`config.mk`:
```
export PLATFORM = sky130hd
export DESIGN_NAME = hls_handshake_perf_monitor
export DESIGN_NICKNAME = d
export VERILOG_FILES = /design/src/rtl/hls_handshake_perf_monitor.sv
export SDC_FILE = /design/constraint.sdc
export NUM_CORES = 2
export LEC_CHECK = 0
export ABC_AREA = 1
export CAP_MARGIN = 20
export CORE_ASPECT_RATIO = 1.25
export CORE_MARGIN = 2
export CORE_UTILIZATION = 30
export DETAILED_ROUTE_END_ITERATION = 10
export GPL_ROUTABILITY_DRIVEN = 0
export SLEW_MARGIN = 5
export SYNTH_ARGS = -nofsm -noshare
export SYNTH_HDL_FRONTEND = slang
export SYNTH_SLANG_ARGS = --single-unit
```
`constraint.sdc`:
```
create_clock -name clock -period 2.4 [get_ports clock]
set_clock_uncertainty 0.05 [all_clocks]
set_input_delay 0.72 -clock clock [delete_from_list [all_inputs] [get_ports clock]]
set_output_delay 0.72 -clock clock [all_outputs]
set_load 0.02 [all_outputs]
```
`src/rtl/hls_handshake_perf_monitor.sv`:
```
// Purpose : per-channel statistics for HLS ap_start/ap_ready/ap_done/ap_continue handshakes.
// Latency : counters update on the edge after the observed cycle; rd_req in cycle N -> rd_data/rd_valid in N+1.
// Backpressure: passive tap, never stalls the observed blocks; the read port accepts a request every cycle.
//
// Ports:
//   clock, reset (async, active-low)   -- single clock domain
//   enable, clear, finish              -- counting gate, synchronous clear, end-of-run freeze
//   ch_start/ch_ready/ch_done/ch_continue [NUM_CH] -- tapped handshakes
//   rd_sel, rd_field, rd_req -> rd_data, rd_valid, rd_err -- registered counter read port
//   all_idle, any_overflow, finish_seen -- status
// Optional: define HLS_PERF_MAXLAT_EN to build per-channel latency tracking (field 4 = max_latency).
module hls_handshake_perf_monitor #(
   parameter int NUM_CH = 4,
   parameter int CNT_W  = 32,
   parameter int SEL_W  = 4
) (
   input  logic              clock,
   input  logic              reset,
   input  logic              enable,
   input  logic              clear,
   input  logic              finish,
   input  logic [NUM_CH-1:0] ch_start,
   input  logic [NUM_CH-1:0] ch_ready,
   input  logic [NUM_CH-1:0] ch_done,
   input  logic [NUM_CH-1:0] ch_continue,
   input  logic [SEL_W-1:0]  rd_sel,
   input  logic [2:0]        rd_field,
   input  logic              rd_req,
   output logic [CNT_W-1:0]  rd_data,
   output logic              rd_valid,
   output logic              rd_err,
   output logic              all_idle,
   output logic              any_overflow,
   output logic              finish_seen
);

   typedef enum logic [1:0] {
      IDLE      = 2'd0,
      BUSY      = 2'd1,
      WAIT_CONT = 2'd2
   } state_t;

   localparam logic [CNT_W-1:0] CNT_MAX = '1;

   function automatic logic [CNT_W-1:0] sat_inc(input logic [CNT_W-1:0] v);
      return (v == CNT_MAX) ? v : v + CNT_W'(1);
   endfunction

   state_t            st_q     [NUM_CH];
   state_t            st_d     [NUM_CH];
   logic [CNT_W-1:0]  txn_q    [NUM_CH];
   logic [CNT_W-1:0]  busy_q   [NUM_CH];
   logic [CNT_W-1:0]  stall_q  [NUM_CH];
   logic [CNT_W-1:0]  ready_q  [NUM_CH];
   logic [NUM_CH-1:0] ovf_q;
   logic [NUM_CH-1:0] txn_inc, busy_inc, stall_inc, rdy_inc, accept, ovf_hit;
   logic              count_en;
   logic              idle_now;
`ifdef HLS_PERF_MAXLAT_EN
   logic [CNT_W-1:0]  lat_q    [NUM_CH];
   logic [CNT_W-1:0]  lat_d    [NUM_CH];
   logic [CNT_W-1:0]  lat_cur  [NUM_CH];
   logic [CNT_W-1:0]  max_q    [NUM_CH];
   logic [CNT_W-1:0]  max_d    [NUM_CH];
`endif

   assign count_en     = enable & ~finish_seen;
   assign any_overflow = |ovf_q;

   // Next-state and increment decode for every channel.
   always_comb begin
      idle_now = 1'b1;
      for (int i = 0; i < NUM_CH; i++) begin
         st_d[i]      = st_q[i];
         txn_inc[i]   = 1'b0;
         busy_inc[i]  = 1'b0;
         stall_inc[i] = 1'b0;
         accept[i]    = 1'b0;
         rdy_inc[i]   = ch_start[i] & ch_ready[i];
         if (st_q[i] != IDLE) idle_now = 1'b0;
         case (st_q[i])
            IDLE: begin
               // A done without start is ignored here.
               if (ch_start[i]) begin
                  accept[i] = 1'b1;
                  if (!ch_done[i])         st_d[i] = BUSY;
                  else if (ch_continue[i]) txn_inc[i] = 1'b1;
                  else                     st_d[i] = WAIT_CONT;
               end
            end
            BUSY: begin
               busy_inc[i] = 1'b1;
               if (ch_done[i]) begin
                  if (ch_continue[i]) begin
                     txn_inc[i] = 1'b1;
                     accept[i]  = ch_start[i];
                     st_d[i]    = ch_start[i] ? BUSY : IDLE;
                  end else begin
                     st_d[i] = WAIT_CONT;
                  end
               end
            end
            WAIT_CONT: begin
               if (!ch_continue[i]) begin
                  stall_inc[i] = 1'b1;
               end else begin
                  txn_inc[i] = 1'b1;
                  accept[i]  = ch_start[i];
                  st_d[i]    = ch_start[i] ? BUSY : IDLE;
               end
            end
            default: st_d[i] = IDLE;
         endcase
         ovf_hit[i] = (txn_inc[i]   && sat_inc(txn_q[i])   == CNT_MAX) ||
                      (busy_inc[i]  && sat_inc(busy_q[i])  == CNT_MAX) ||
                      (stall_inc[i] && sat_inc(stall_q[i]) == CNT_MAX) ||
                      (rdy_inc[i]   && sat_inc(ready_q[i]) == CNT_MAX);
`ifdef HLS_PERF_MAXLAT_EN
         // lat_cur = latency of the current transaction including this cycle.
         // WAIT_CONT holds the value captured in the done cycle.
         case (st_q[i])
            IDLE:    lat_cur[i] = CNT_W'(1);
            BUSY:    lat_cur[i] = sat_inc(lat_q[i]);
            default: lat_cur[i] = lat_q[i];
         endcase
         lat_d[i] = accept[i] ? CNT_W'(1) : lat_cur[i];
         max_d[i] = (txn_inc[i] && (lat_cur[i] > max_q[i])) ? lat_cur[i] : max_q[i];
         if (max_d[i] == CNT_MAX) ovf_hit[i] = 1'b1;
`endif
      end
   end

   // Channel FSMs always track; counters only move when gated in.
   always_ff @(posedge clock or negedge reset) begin
      if (!reset) begin
         for (int i = 0; i < NUM_CH; i++) begin
            st_q[i]    <= IDLE;
            txn_q[i]   <= '0;
            busy_q[i]  <= '0;
            stall_q[i] <= '0;
            ready_q[i] <= '0;
`ifdef HLS_PERF_MAXLAT_EN
            lat_q[i]   <= '0;
            max_q[i]   <= '0;
`endif
         end
         ovf_q <= '0;
      end else if (clear) begin
         for (int i = 0; i < NUM_CH; i++) begin
            st_q[i]    <= IDLE;
            txn_q[i]   <= '0;
            busy_q[i]  <= '0;
            stall_q[i] <= '0;
            ready_q[i] <= '0;
`ifdef HLS_PERF_MAXLAT_EN
            lat_q[i]   <= '0;
            max_q[i]   <= '0;
`endif
         end
         ovf_q <= '0;
      end else begin
         for (int i = 0; i < NUM_CH; i++) begin
            st_q[i] <= st_d[i];
`ifdef HLS_PERF_MAXLAT_EN
            lat_q[i] <= lat_d[i];
`endif
            if (count_en) begin
               if (txn_inc[i])   txn_q[i]   <= sat_inc(txn_q[i]);
               if (busy_inc[i])  busy_q[i]  <= sat_inc(busy_q[i]);
               if (stall_inc[i]) stall_q[i] <= sat_inc(stall_q[i]);
               if (rdy_inc[i])   ready_q[i] <= sat_inc(ready_q[i]);
               if (ovf_hit[i])   ovf_q[i]   <= 1'b1;
`ifdef HLS_PERF_MAXLAT_EN
               max_q[i] <= max_d[i];
`endif
            end
         end
      end
   end

   // Read mux works on the registered counters, so a read coinciding with an
   // increment returns the pre-increment value.
   logic [CNT_W-1:0] rd_val;
   logic             sel_ok;
   logic             rd_bad;

   always_comb begin
      rd_val = '0;
      sel_ok = 1'b0;
      for (int i = 0; i < NUM_CH; i++) begin
         if (rd_sel == SEL_W'(i)) begin
            sel_ok = 1'b1;
            case (rd_field)
               3'd0:    rd_val = txn_q[i];
               3'd1:    rd_val = busy_q[i];
               3'd2:    rd_val = stall_q[i];
               3'd3:    rd_val = ready_q[i];
`ifdef HLS_PERF_MAXLAT_EN
               3'd4:    rd_val = max_q[i];
`else
               3'd4:    rd_val = '0;
`endif
               3'd5:    rd_val = CNT_W'({st_q[i], ovf_q[i]});
               default: rd_val = '0;
            endcase
         end
      end
      rd_bad = !sel_ok || (rd_field > 3'd5);
   end

   always_ff @(posedge clock or negedge reset) begin
      if (!reset) begin
         rd_data     <= '0;
         rd_valid    <= 1'b0;
         rd_err      <= 1'b0;
         all_idle    <= 1'b1;
         finish_seen <= 1'b0;
      end else if (clear) begin
         rd_data     <= '0;
         rd_valid    <= 1'b0;
         rd_err      <= 1'b0;
         all_idle    <= 1'b1;
         finish_seen <= 1'b0;
      end else begin
         rd_valid <= rd_req;
         rd_err   <= rd_req & rd_bad;
         if (rd_req) rd_data <= rd_bad ? '0 : rd_val;
         all_idle <= idle_now;
         if (finish) finish_seen <= 1'b1;
      end
   end

endmodule

```
# == Word-level counts from Yosys, hierarchy flattened ==
# Index checks and enable logic that the tools add are counted.
# W data, S select, Z words.
# classes
addsub,16
order_cmp,1
n_eq_ne,63
mux,146
bitwise_logic,7
n_reduce_logical,88
# op_table
operator,count
$mux W32,55
$eq A32 B32 Y1 const B,32
$pmux W32 S5,4
$add A32 B1 Y32 const B,16
$mux W128,4
$reduce_bool A2 Y1,27
$mux W1,49
$mux W2,24
$reduce_and A2 Y1,20
$ne A3 B3 Y1 const B,12
$pmux W2 S3,4
$logic_and A1 B1 Y1,16
$ne A4 B4 Y1 const B,4
$reduce_and A4 Y1,4
$logic_or A1 B1 Y1,13
$pmux W1 S3,4
$eq A2 B1 Y1 const B,4
$eq A2 B2 Y1 const B,4
$eq A4 B2 Y1 const B,2
$logic_not A2 Y1,4
$mux W8,1
$and A1 B1 Y1,6
$eq A3 B2 Y1 const B,2
$eq A4 B1 Y1 const B,1
other kinds (9),9
# totals
register_bits,560
input_bits,29
out_inout_bits,37
wordCells,350

# == Logic depth before layout (Yosys ltp) ==
# depth
ltp_word,11
depth_mapped,19
depth_no_buf,19

# == Least setup slack after synthesis ==
# Ideal clock, no wire load.
# synth_path
path_kind,input port to flip-flop
startpoint,input rd_sel[3]
endpoint,register rd_data[11]
setup_ns,0.122
arrival_ns,2.075
slack_ns,0.153
cell_stages,7
path_cell_list,or2_2 nor3_1 buf_2 o221ai_1 o211ai_1 o211ai_1 a32o_1
# synth_via
elab_chain_len,10
# synth_rtl
item,line_no,source
start: declaration,26,"input logic [SEL_W-1:0] rd_sel,"
$logic_not A4 Y1,191,if (rd_sel == SEL_W'(i)) begin
$mux W1 (4 in a row),191,
$logic_not A1 Y1,208,rd_bad = !sel_ok || (rd_field > 3'd5);
$logic_or A1 B1 Y1,208,
$mux W32 (*) (2 in a row),227,if (rd_req) rd_data <= rd_bad ? '0 : rd_val;
$mux W32 (*),218,end else if (clear) begin
end signal: assignment,227,
end: declaration,29,"output logic [CNT_W-1:0] rd_data,"
# Mark *: on every way between the ends. The rest lies on a longest branch, timed or not. The select of a mux whose other input is x is not followed.
# A chain may end at the register's enable or synchronous reset.

# == Worst setup path after layout ==
# layout_path
startpoint,register stall_q[103] in the netlist's numbering
endpoint,register ovf_q[0]
# layout_via
elab_chain_len,8
# layout_rtl
item,line_no,source
start: declaration,53,logic [CNT_W-1:0] stall_q [NUM_CH];
start signal: indexed assignment,170,if (stall_inc[i]) stall_q[i] <= sat_inc(stall_q[i]);
$add A32 B1 Y32 / $eq A32 B32 Y1 (equally long branches),46,return (v == CNT_MAX) ? v : v + CNT_W'(1);
$mux W32 (*),n/a,
$eq A32 B32 Y1 (*),116,(stall_inc[i] && sat_inc(stall_q[i]) == CNT_MAX) ||
$logic_and A1 B1 Y1 (*),116,
$logic_or A1 B1 Y1 (*),115,(busy_inc[i] && sat_inc(busy_q[i]) == CNT_MAX) ||
$logic_or A1 B1 Y1 (*),116,
$reduce_bool A2 Y1 (no source line) (*),n/a,
$reduce_and A2 Y1 (no source line) (*),n/a,
end signal: assignment,147,ovf_q <= '0;
end signal: assignment,160,ovf_q <= '0;
end signal: indexed assignment,172,if (ovf_hit[i]) ovf_q[i] <= 1'b1;
end: declaration,55,logic [NUM_CH-1:0] ovf_q;
# Mark *: on every way between the ends. The rest lies on a longest branch, timed or not.

==> flow_summary.yaml <==
outcome:
  status: "complete, but fails checks"
  violations: "DRC, setup timing"
clock_tree:
  clkTransAtPathRegs_ns: 0.06
  cts_sinks: 560
  cts_buffer_depth: 3
  cts_tree: "done"
  clk_latency_ns: 0.71
  htreeDepth: 3
  numCtsBuffers: 69
  root_buffer: "clkbuf_16"
routing:
  via_per_inst: 5.37
  drt_iter0_markers: 6212
  wl_per_cell_um: 20.9
  ant_nets: 0
  first_pass_iters: 11
  drc: 1
  wl_um: 215000
  vias: 55100
sta:
  post-route-min-period_ns: 2.51
  fin_ws_ns: -0.109
  rsz0062_at_grt: "true"
  drv_slew: 0
  worst_pin_slew_ns: 0.767
  slew-limit-headroom_pct: 48.2
  setup_viol: 6
  holdWs_ns: 0.429
  finalCritPeriodShare_pct: 105
  fmax_ghz: 0.399
  hold_violations: 0
global_route:
  grt_max_degree: 68
  grt_use_total_pct: 27.6
  grt.overflow.total: 0
  antenna_found_initial: 39
  grt_pass1_vias: 51900
  grt_pass1_wl_um: 315000
yosys:
  synth_area_leader_cell: "dfrtp_1"
  synth_ff_type: "dfrtp_1"
  netlist_instances: 7215
  synth_edf_count: 0
  syn_area_per_cell_sq_um: 6.14
  ys.warnings.count: 0
  synthArstFlopShare_pct: 100
  seq_area_frac_synth_pct: 31.6
  synth_cell_types: 51
  syn-num-nets: 7260
  yosysTopAreaCellShare_pct: 31.6
  synthTopCellsByArea: "dfrtp_1 32%, nand2_1 21%, nor2_1 8.9%, nand3_1 7.6%, inv_1 5.9%"
  synth-seq-cells: 560
  syn_area_sq_mm: 0.0443
setup_path:
  crit_path_end: "ovf_q[0]"
  r2r_setup_slack_ns: -0.11
  arrival_ns: 3.09
  start_kind: "flip-flop"
  timing.rr.end: "ovf_q[0]"
  setup.worst_path.start: "stall_q[103]"
  crit_path_end_kind: "flip-flop"
  worstRegToRegCells: 14
  path_max_fanout: 3
  reg2reg_from: "stall_q[103]"
  crit_type: "flip-flop to flip-flop"
  worstPathRequired_ns: 2.98
layout:
  mostFrequentLayoutCell: "nand2_1"
  design_area_sq_mm: 0.0598
  layout_common_cells: "2421 x nand2_1, 1096 x buf_4, 893 x nor2_1"
  nNetsFinal: 8337
  syn2layout_area_growth_pct: 35.0
  drive_gt1_share_pct: 21.1
power:
  p_per_area_mw_per_mm2: 394
  p_leak_uw: 0.0260
  vdd_ir_drop_max_uv: 514
floorplanning:
  initial_core_util_pct: 30.2
  core.rowCount: 157
  die_area_sq_mm: 0.151
  die_w_um: 348
  ios: 66
  coreArea_sq_mm: 0.147
  dieHeight_um: 434
placement:
  io_buffer_count: 65
  dp_hpwl_um: 167000
  dpl_cell_area_sq_mm: 0.0557
min_path:
  min_from: "clear"
  min_path_type: "input pin to flip-flop"
job:
  maxCapViolCount: 0
==> worst max-delay path, stage by stage (launching register included) <==
cell	delay (ns)
dfrtp_1	0.42
nand2_1	0.15
nor2_2	0.16
nand2_1	0.33
o21ai_0	0.27
nand2_1	0.09
o21ai_1	0.13
nand2_1	0.09
nor2_4	0.16
nand3_2	0.11
nor2_2	0.11
nor2_2	0.07
nand3_1	0.09
nand2_1	0.07
a21oi_2	0.14
==> metrics by stage <==
step / setup WS, ns / total power [uW] / setup TNS (ns) / std cells / util, %
final: -0.109 / 23600 / -0.271 / 10300 / 40.8
after global routing: -0.277 / 24200 / -0.708 / 10300 / 40.8
after CTS: -0.0844 / 23600 / -0.132 / 10200 / 39.9
after detailed placement: -0.940 / 12200 / -88.50 / 10100 / 38.0
after global placement: -0.950 / 12100 / -82.15 / 10100 / 38.0
after floorplan: 0.153 / 10700 / 0 / 7215 / -
==> cell usage after synthesis, types with 39 or more instances <==
| library cell | number |
|---|---|
| nand2_1 | 2461 |
| nor2_1 | 1055 |
| inv_1 | 701 |
| nand3_1 | 676 |
| dfrtp_1 | 559 |
| o21ai_0 | 466 |
| o22ai_1 | 191 |
| xor2_1 | 174 |
| clkbuf_1 | 165 |
| a21oi_1 | 117 |
| o211ai_1 | 66 |
| a221oi_1 | 49 |
| o21ai_1 | 44 |
| nand4_1 | 40 |
| buf_2 | 39 |
| o21bai_1 | 39 |
==> power by group <==
group	internal (uW)	switching, uW	total (uW)	leakage [uW]
sequential	9520	74.2	9590	0.00777
combinational	858	1670	2520	0.0171
clock	6620	4840	11500	0.00117
total	17000	6580	23600	0.0260
==> flip-flops by register name (all words and copies together), names as in the netlist <==
name,cells
stall_q,128
ready_q,128
ovf_q,4
rd_err,1
finish_seen,1
st_q,8
rd_data,32
busy_q,128
txn_q,128
rd_valid,1
all_idle,1
==> worst min-delay path by stage <==
| stage | endpoint | slack, ns | cells past startpoint |
|---|---|---|---|
| after floorplan | busy_q[0] | 0.37 | 0 |
| after detailed placement | rd_data[21] | 0.44 | 1 |
| after global placement | rd_data[21] | 0.44 | 1 |
| after global routing | ovf_q[3] | 0.43 | 3 |
| after CTS | ovf_q[3] | 0.41 | 3 |
| final | ovf_q[3] | 0.43 | 3 |
==> cell type report <==
cell class	instances	area, sq um
clock buffers	96	2010
diodes	16	40.0
inverters	741	2800
fillers	15300	86700
flip-flops and latches	560	14000
multi-input cells	5664	27600
clock inverters	28	347
well taps	1908	2390
repair buffers	1256	10600
==> timing repair <==
item,in CTS,in global routing
endpoints found under the hold margin,4,0
setup endpoints to repair,73,35
cloned,1,6
pin swaps,32,71
hold buffers,1,0
setup buffers,9,45
gates resized for setup,137,285
==> per-layer routing <==
metal | vias up | wire length (um) | GRT usage (%)
met5 | - | 422 | 1.07
met4 | 34 | 23000 | 24.4
met3 | 968 | 23800 | 9.45
met2 | 2866 | 91100 | 42.4
met1 | 25700 | 76200 | 30.4
li1 | 25600 | - | -
==> logic make-up after synthesis <==
logic type	synth area share, %
flops	31.6
xor+xnor	3.66
compound gates	14.9
simple gates	40.5
fa+ha+maj	0.452
buf+inv	8.95
Note: power is estimated with default switching activity, not from simulation.
